===== config.mk =====
export PLATFORM = sky130hd
export DESIGN_NAME = cla_pipe_adder
export DESIGN_NICKNAME = d
export VERILOG_FILES = /design/src/rtl/cla_pipe_adder.sv
export SDC_FILE = /design/constraint.sdc
export NUM_CORES = 1
export LEC_CHECK = 0
export ABC_AREA = 1
export ABC_CLOCK_PERIOD_IN_PS = 5800
export BUFFER_PORTS_ARGS = -buffer_cell sky130_fd_sc_hd__buf_2
export CORE_AREA = 2 2 83 69
export CTS_BUF_LIST = sky130_fd_sc_hd__clkbuf_4
export CTS_CLUSTER_SIZE = 25
export DETAILED_ROUTE_END_ITERATION = 6
export DIE_AREA = 0 0 85 71
export PLACE_DENSITY = 0.84
export REMOVE_ABC_BUFFERS = 1
export SKIP_CTS_REPAIR_TIMING = 1
export SLEW_MARGIN = 15
export SYNTH_ARGS = -nofsm -noshare
export SYNTH_HDL_FRONTEND = slang
export SYNTH_SLANG_ARGS = --single-unit

===== constraint.sdc =====
create_clock -name clk -period 5.8 [get_ports clk]
set_input_delay 0.58 -clock clk [delete_from_list [all_inputs] [get_ports clk]]
set_output_delay 0.58 -clock clk [all_outputs]
set_load 0.03 [all_outputs]

===== src/rtl/cla_pipe_adder.sv =====
// cla_pipe_adder: two-stage pipelined carry-lookahead adder/subtractor with
// valid/ready handshaking and carry-out, signed-overflow and zero flags.
//
// The carry chain is split at the word midpoint. Stage 1 adds the lower half
// and registers the carry into the upper half (cmid) together with the
// upper-half propagate/generate bits. Stage 2 finishes the upper half and
// registers the result and flags.
//
// Parameters:
//   WIDTH  operand/result width; must be a multiple of 2*GROUP
//   GROUP  bits per lookahead group
// Ports:
//   clk, rst           clock; asynchronous active-high reset
//   in_valid/in_ready  operand handshake (in_ready is combinational on out_ready)
//   a, b, cin, sub     sub=1: a + ~b + 1 (cin ignored); sub=0: a + b + cin
//   sat                saturate on signed overflow (CLA_PIPE_SAT_EN only)
//   out_valid/out_ready result handshake
//   sum, cout, ovf, zero  result, raw carry out, signed overflow, sum==0
// Optional feature macro: CLA_PIPE_SAT_EN enables signed saturation.

// One lookahead group: group propagate/generate give the group carry out;
// bit carries inside the group feed the sum bits.
module cla_group #(
    parameter int GROUP = 4
) (
    input  logic [GROUP-1:0] p,
    input  logic [GROUP-1:0] g,
    input  logic             ci,
    output logic [GROUP-1:0] s,
    output logic             co
);
    logic [GROUP-1:0] c;
    logic             pg;
    logic             gg;

    always_comb begin
        c    = '0;
        c[0] = ci;
        for (int i = 1; i < GROUP; i++) begin
            c[i] = g[i-1] | (p[i-1] & c[i-1]);
        end
        pg = 1'b1;
        gg = 1'b0;
        for (int i = 0; i < GROUP; i++) begin
            gg = g[i] | (p[i] & gg);
            pg = pg & p[i];
        end
        s  = p ^ c;
        co = gg | (pg & ci);
    end
endmodule

// Half-word adder: group carries ripple group-to-group.
module cla_half #(
    parameter int W     = 8,
    parameter int GROUP = 4
) (
    input  logic [W-1:0] p,
    input  logic [W-1:0] g,
    input  logic         ci,
    output logic [W-1:0] s,
    output logic         co
);
    localparam int NG = W / GROUP;

    logic [NG:0] gc;

    assign gc[0] = ci;
    assign co    = gc[NG];

    for (genvar i = 0; i < NG; i++) begin : g_grp
        cla_group #(.GROUP(GROUP)) u_grp (
            .p  (p[i*GROUP +: GROUP]),
            .g  (g[i*GROUP +: GROUP]),
            .ci (gc[i]),
            .s  (s[i*GROUP +: GROUP]),
            .co (gc[i+1])
        );
    end
endmodule

module cla_pipe_adder #(
    parameter int WIDTH = 16,
    parameter int GROUP = 4
) (
    input  logic             clk,
    input  logic             rst,
    input  logic             in_valid,
    output logic             in_ready,
    input  logic [WIDTH-1:0] a,
    input  logic [WIDTH-1:0] b,
    input  logic             cin,
    input  logic             sub,
    input  logic             sat,
    output logic             out_valid,
    input  logic             out_ready,
    output logic [WIDTH-1:0] sum,
    output logic             cout,
    output logic             ovf,
    output logic             zero
);
    localparam int H = WIDTH / 2;

    // vld_q[1]: stage-1 occupied, vld_q[2]: stage-2 occupied (out_valid)
    logic [2:1]       vld_q, vld_d;
    logic [H-1:0]     lo_sum_q, lo_sum_d;
    logic             cmid_q, cmid_d;
    logic [H-1:0]     hi_p_q, hi_p_d;
    logic [H-1:0]     hi_g_q, hi_g_d;
    logic             sa_q, sa_d;
    logic             sb_q, sb_d;
    logic [WIDTH-1:0] sum_q, sum_d;
    logic             cout_q, cout_d;
    logic             ovf_q, ovf_d;
    logic             zero_q, zero_d;

    logic             s2_load, s1_load, s1_fire, s1_move;
    logic [WIDTH-1:0] bx, p1, g1;
    logic             c0;
    logic [H-1:0]     lo_sum;
    logic             cmid;
    logic [H-1:0]     hi_sum;
    logic             hi_co;
    logic [WIDTH-1:0] res;
    logic             ovf_w;

`ifdef CLA_PIPE_SAT_EN
    logic             sat_q, sat_d;
`else
    logic             unused_sat;
    assign unused_sat = sat;
`endif

    // No skid buffer: a stage accepts whenever it is empty or its content
    // leaves on the same edge.
    assign s2_load  = !vld_q[2] | out_ready;
    assign s1_load  = !vld_q[1] | s2_load;
    assign in_ready = s1_load;
    assign s1_fire  = in_valid & s1_load;
    assign s1_move  = vld_q[1] & s2_load;

    assign bx = sub ? ~b : b;
    assign c0 = sub | cin;
    assign p1 = a ^ bx;
    assign g1 = a & bx;

    cla_half #(.W(H), .GROUP(GROUP)) u_lo (
        .p  (p1[H-1:0]),
        .g  (g1[H-1:0]),
        .ci (c0),
        .s  (lo_sum),
        .co (cmid)
    );

    cla_half #(.W(H), .GROUP(GROUP)) u_hi (
        .p  (hi_p_q),
        .g  (hi_g_q),
        .ci (cmid_q),
        .s  (hi_sum),
        .co (hi_co)
    );

    // Overflow: operands agree in sign (after inversion) but the result does not.
    assign ovf_w = (sa_q == sb_q) && (hi_sum[H-1] != sa_q);

    always_comb begin
        res = {hi_sum, lo_sum_q};
`ifdef CLA_PIPE_SAT_EN
        if (sat_q && ovf_w) begin
            res = sa_q ? {1'b1, {(WIDTH-1){1'b0}}} : {1'b0, {(WIDTH-1){1'b1}}};
        end
`endif
    end

    always_comb begin
        vld_d    = vld_q;
        lo_sum_d = lo_sum_q;
        cmid_d   = cmid_q;
        hi_p_d   = hi_p_q;
        hi_g_d   = hi_g_q;
        sa_d     = sa_q;
        sb_d     = sb_q;
        sum_d    = sum_q;
        cout_d   = cout_q;
        ovf_d    = ovf_q;
        zero_d   = zero_q;
`ifdef CLA_PIPE_SAT_EN
        sat_d    = sat_q;
`endif
        if (s1_load) vld_d[1] = in_valid;
        if (s2_load) vld_d[2] = vld_q[1];

        if (s1_fire) begin
            lo_sum_d = lo_sum;
            cmid_d   = cmid;
            hi_p_d   = p1[WIDTH-1:H];
            hi_g_d   = g1[WIDTH-1:H];
            sa_d     = a[WIDTH-1];
            sb_d     = bx[WIDTH-1];
`ifdef CLA_PIPE_SAT_EN
            sat_d    = sat;
`endif
        end

        if (s1_move) begin
            sum_d  = res;
            cout_d = hi_co;
            ovf_d  = ovf_w;
            zero_d = (res == '0);
        end
    end

    always_ff @(posedge clk or posedge rst) begin
        if (rst) begin
            vld_q    <= '0;
            lo_sum_q <= '0;
            cmid_q   <= 1'b0;
            hi_p_q   <= '0;
            hi_g_q   <= '0;
            sa_q     <= 1'b0;
            sb_q     <= 1'b0;
            sum_q    <= '0;
            cout_q   <= 1'b0;
            ovf_q    <= 1'b0;
            zero_q   <= 1'b0;
`ifdef CLA_PIPE_SAT_EN
            sat_q    <= 1'b0;
`endif
        end else begin
            vld_q    <= vld_d;
            lo_sum_q <= lo_sum_d;
            cmid_q   <= cmid_d;
            hi_p_q   <= hi_p_d;
            hi_g_q   <= hi_g_d;
            sa_q     <= sa_d;
            sb_q     <= sb_d;
            sum_q    <= sum_d;
            cout_q   <= cout_d;
            ovf_q    <= ovf_d;
            zero_q   <= zero_d;
`ifdef CLA_PIPE_SAT_EN
            sat_q    <= sat_d;
`endif
        end
    end

    assign out_valid = vld_q[2];
    assign sum       = sum_q;
    assign cout      = cout_q;
    assign ovf       = ovf_q;
    assign zero      = zero_q;
endmodule


[Word level (Yosys, flattened, before mapping)]
Cells that the tools add are included.
Storage, ports and cells
  register bits after elaboration: 48
  input port bits: 39
  output and inout port bits: 21
  logic and storage cells: 99
Cells by class
  equal/unequal tests: 2
  muxes and demuxes: 1
  bitwise operators: 80
  reductions and logical operators: 4
Operators with widths (count)
  $and A1 B1 Y1: 42
  $or A1 B1 Y1: 31
  $and A16 B16 Y16: 1
  $logic_not A16 Y1: 1
  $mux W16: 1
  $not A16 Y16: 1
  $xor A16 B16 Y16: 1
  $xor A4 B4 Y4: 4
  $logic_not A1 Y1: 2
  $eq A1 B1 Y1: 1
  $logic_and A1 B1 Y1: 1
  $ne A1 B1 Y1: 1

[Depth between registers and ports, before layout]
  depth after elaboration: 17
  mapped depth: 15
  depth with buffers taken out: 15

[Modules after synthesis]
A second synthesis with hierarchy kept.
Unflattened totals
  cell total of the unflattened synthesis: 315
  area, all modules: 2702.6 µm²
By module, submodules not included
  cla_pipe_adder: instances 1, cells an instance 251, area an instance 2292.2 µm², sequential area each 1201.2 µm²
  cla_group: instances 4, cells an instance 16, area an instance 102.6 µm², sequential area each 0.0 µm²

[Worst setup path before layout]
No wires, ideal clock.
  path type: input -> register
  from: input sub
  to: register lo_sum_q[7]
  setup time: 83 ps
  data arrival time: 3233 ps
  required time: 5717 ps
  setup slack: 2484 ps
  stages: 15
  buffers on the path: 2
  cells stage by stage: buf_4 > buf_6 > xnor2_1 > inv_1 > ha_1 > nand2_1 > nor2_1 > a21oi_1 > nand2_1 > inv_1 > fa_1 > fa_1 > fa_1 > xor2_1 > o21ai_0
Between the ends
  longest elaborated chain between the ends: 16
  elaborated cells between the ends (all ways): 22
  classes of those cells: mux (1); bitwise (21)
RTL lines
  start: declaration: RTL line 93  | input logic sub,
  $mux W16: RTL line 142  | assign bx = sub ? ~b : b;
  $xor A16 B16 Y16 / $and A16 B16 Y16 (equally long branches): RTL line 144, 145
  $and A1 B1 Y1: RTL line 45  | gg = g[i] | (p[i] & gg);
  $or A1 B1 Y1: RTL line 45
  $and A1 B1 Y1: RTL line 45
  $or A1 B1 Y1: RTL line 45
  $and A1 B1 Y1: RTL line 45
  $or A1 B1 Y1: RTL line 45
  $or A1 B1 Y1: RTL line 49  | co = gg | (pg & ci);
  $and A1 B1 Y1: RTL line 40  | c[i] = g[i-1] | (p[i-1] & c[i-1]);
  $or A1 B1 Y1: RTL line 40
  $and A1 B1 Y1: RTL line 40
  $or A1 B1 Y1: RTL line 40
  $and A1 B1 Y1: RTL line 40
  $or A1 B1 Y1: RTL line 40
  $xor A4 B4 Y4 *: RTL line 48  | s = p ^ c;
  end signal: assignment: RTL line 231  | lo_sum_q <= lo_sum_d;
  end: declaration: RTL line 106  | logic [H-1:0] lo_sum_q, lo_sum_d;
Every way passes the cells marked *; elsewhere a longest branch is shown, timed or not.
A chain may end at the register's enable or synchronous reset.

[Final worst setup path]
Ends and elaborated chain as after synthesis.

==> flow_summary.yaml <==
sta:
  max_slew_margin_pct: 35.9
  holdWs_ns: 0.419
  setup_viol: 0
  fin_tns_setup_ns: 0
  fmaxAchievable_mhz: 306
  drv_slew: 0
  tightest_slew_ns: 0.960
  fin_ws_ns: 2.53
  rsz0062_at_grt: "no"
  skew_ns: 0.0241
  hold_viol_final: 0
  period_minus_slack_ns: 3.27
  fin_crit_sh_pct: 56.3
setup_path:
  path_cells: "buf_2, xnor2_1, inv_1, ha_1, nand2_1, nor2_1, a21oi_1, nand2_1, inv_1, fa_1, fa_1, fa_1, xor2_1, o21ai_0"
  path_class: "primary input to flop"
  crit_family: "adder cells"
  worstSetupStartpointType: "primary input"
  cp.arrival_ns: 3.54
  crit_fanout: 17
  critPathMaxStageDelay_ns: 0.43
  cp_slowest_cell: "fa_1"
  cp.required_ns: 6.08
  cpMostUsedCell: "fa_1"
  worstPathBufferInverterCount: 3
  endpoint_kind: "flop"
clock_network:
  cts_buffers: 5
  cts_root_buffer: "clkbuf_4"
  htreeDepth: 2
  cts_tree: "yes"
  clk_latency_ns: 0.37
  clk_pin_slew_ns: 0.15
  cts_sinks: 48
  max-clock-path-buffers: 2
pwr:
  p_per_area_nw_per_um2: 358
  ir_worst_vdd_mv: 0.230
  p_leak_nw: 1.76
  p_total_mw: 1.12
synth:
  synth_area_per_cell_um2: 8.93
  synthCells: 312
  synth_warnings: 0
  synth_compound_area_share_pct: 7.50
  synthMuxAreaShare_pct: 0
  synth_top_family_by_area: "simple AND/OR/NAND/NOR gates"
  synth-xor-area-share_pct: 6.29
  ys_ff_latch: 48
  synthAdderAreaFrac_pct: 14.2
  syn_area_um2: 2790
  ys_types: 24
  yosys.area_share.simple_pct: 20.8
  ys_seq_area_share_pct: 43.1
die:
  num_rows: 24
  die_w_um: 85
  ioPinCount: 60
  initial_core_util_pct: 53.0
  die_h_um: 71
  die-area_um2: 6040
  core_area_um2: 5260
drt:
  vias_per_cell: 4.88
  wl_per_cell_um: 11.8
  drc: 0
  ant_nets: 0
  drtIter0Drc: 140
  drt_pre_antenna_iters: 6
  wl_um: 5120
  via_count: 2115
global_route:
  grt_max_degree: 49
  grtUsageMet3_pct: 3.97
  grt.overflow.total: 0
  grt_pass1_wl_um: 8800
  grt_pass1_vias: 2010
  track_usage_pct: 18.3
  top_usage_layer: "met2"
  grt_util_met1_pct: 24.4
  gr-usage-met2_pct: 29.9
  grt_antenna_before_repair: 0
place:
  preCtsSetupSlack_ns: 2.16
  gp_congestion: 0.832
  numPortBuffers: 58
  placed_area_um2: 3060
  placed_cells: 425
  dp_hpwl_um: 3820
final_layout:
  nFillCells: 466
  nets: 434
  stdcell_count: 433
  postLayoutCellArea_um2: 3130
  num_antenna_cells: 0
  ff_latch_area_um2: 1200
  multi_input_area_um2: 1360
  postLayoutCoreUtil_pct: 59.6
  layout-drive-gt1-share_pct: 24.5
  area_delta_synth_final_pct: 12.5
job:
  maxCapViolCount: 0
status:
  status: "finished clean"
min_path:
  worstHoldPathType: "primary input to async pin"
layer usage:
layer  routed length, um  part of all wire, %
met1                2360                   46
met2                2440                   48
met3                 271                  5.3
met4                  57                  1.1
met5                   0                    0
synthesized netlist by cell type:
| master | count | area, um^2 |
|---|---|---|
| o21ai_1 | 1 | 5.00 |
| nand4_1 | 1 | 6.26 |
| inv_2 | 2 | 7.51 |
| a21oi_2 | 2 | 17.5 |
| buf_4 | 4 | 30.0 |
| a21oi_1 | 8 | 40.0 |
| nand3_2 | 1 | 10.0 |
| xnor2_1 | 7 | 61.3 |
| inv_1 | 32 | 120 |
| nor2_1 | 10 | 37.5 |
| ha_1 | 22 | 275 |
| buf_6 | 6 | 67.6 |
| nand2_2 | 4 | 25.0 |
| nand2_1 | 108 | 405 |
| o21ai_2 | 11 | 96.3 |
| dfrtp_1 | 48 | 1200 |
| nand2_4 | 1 | 11.3 |
| nand3_1 | 8 | 40.0 |
| fa_1 | 6 | 120 |
| nor3_1 | 2 | 10.0 |
| or2_2 | 4 | 25.0 |
| and3b_1 | 1 | 8.76 |
| xor2_1 | 13 | 114 |
| o21ai_0 | 10 | 50.1 |
registers in the layout (all words and copies together), names as in the netlist:
name / cells
sum: 16
hi_g_q: 8
hi_p_q: 8
lo_sum_q: 8
vld_q: 2
cmid_q: 1
cout: 1
ovf: 1
sa_q: 1
sb_q: 1
zero: 1
final timing paths:
kind / startpoint / end / slack, ns / cells after the start
hold reg to reg: sum[12]$_DFFE_PP0P_ / sum[12]$_DFFE_PP0P_ / 0.49 / 2
max in group asynchronous: rst / lo_sum_q[4]$_DFFE_PP0P_ / 4.76 / 2
setup reg to reg: hi_p_q[3]$_DFFE_PP0P_ / zero$_DFFE_PP0P_ / 3.12 / 14
hold / removal: rst / zero$_DFFE_PP0P_ / 0.42 / 2
setup / recovery: sub / lo_sum_q[7]$_DFFE_PP0P_ / 2.53 / 14
min in group clk: a[15] / sa_q$_DFFE_PP0P_ / 0.42 / 3
power by group:
part | total, mW | internal (mW) | switching [mW]
Sequential | 0.485 | 0.425 | 0.0596
Clock | 0.193 | 0.0882 | 0.105
Combinational | 0.443 | 0.148 | 0.295
logic make-up (layout without fill, tap and decap cells):
family	after synthesis	count (layout)
AO/OA/AOI/OAI	32	32
flip-flops	48	48
AND/OR/NAND/NOR	140	140
buffers and inverters	44	100
adder cells (fa/ha/maj)	28	28
XOR/XNOR	20	20
layout by cell type (no fill, tap or decap), drive strengths merged, types with 6 or more instances in the layout:
cell type  instances
nand3              9
nand2            113
inv               34
fa                 6
buf               58
a21oi             10
ha                22
o21ai             22
xor2              13
nor2              10
dfrtp             48
xnor2              7
cell type report:
class,instances,share of cell area (%)
clock buffers,5,1.20
inverters,34,4.07
multi-input cells,220,43.4
repair buffers,58,9.26
well taps,65,2.59
flip-flops and latches,48,38.3
clock inverters,3,1.20
Power figures use the tool's default switching activity.
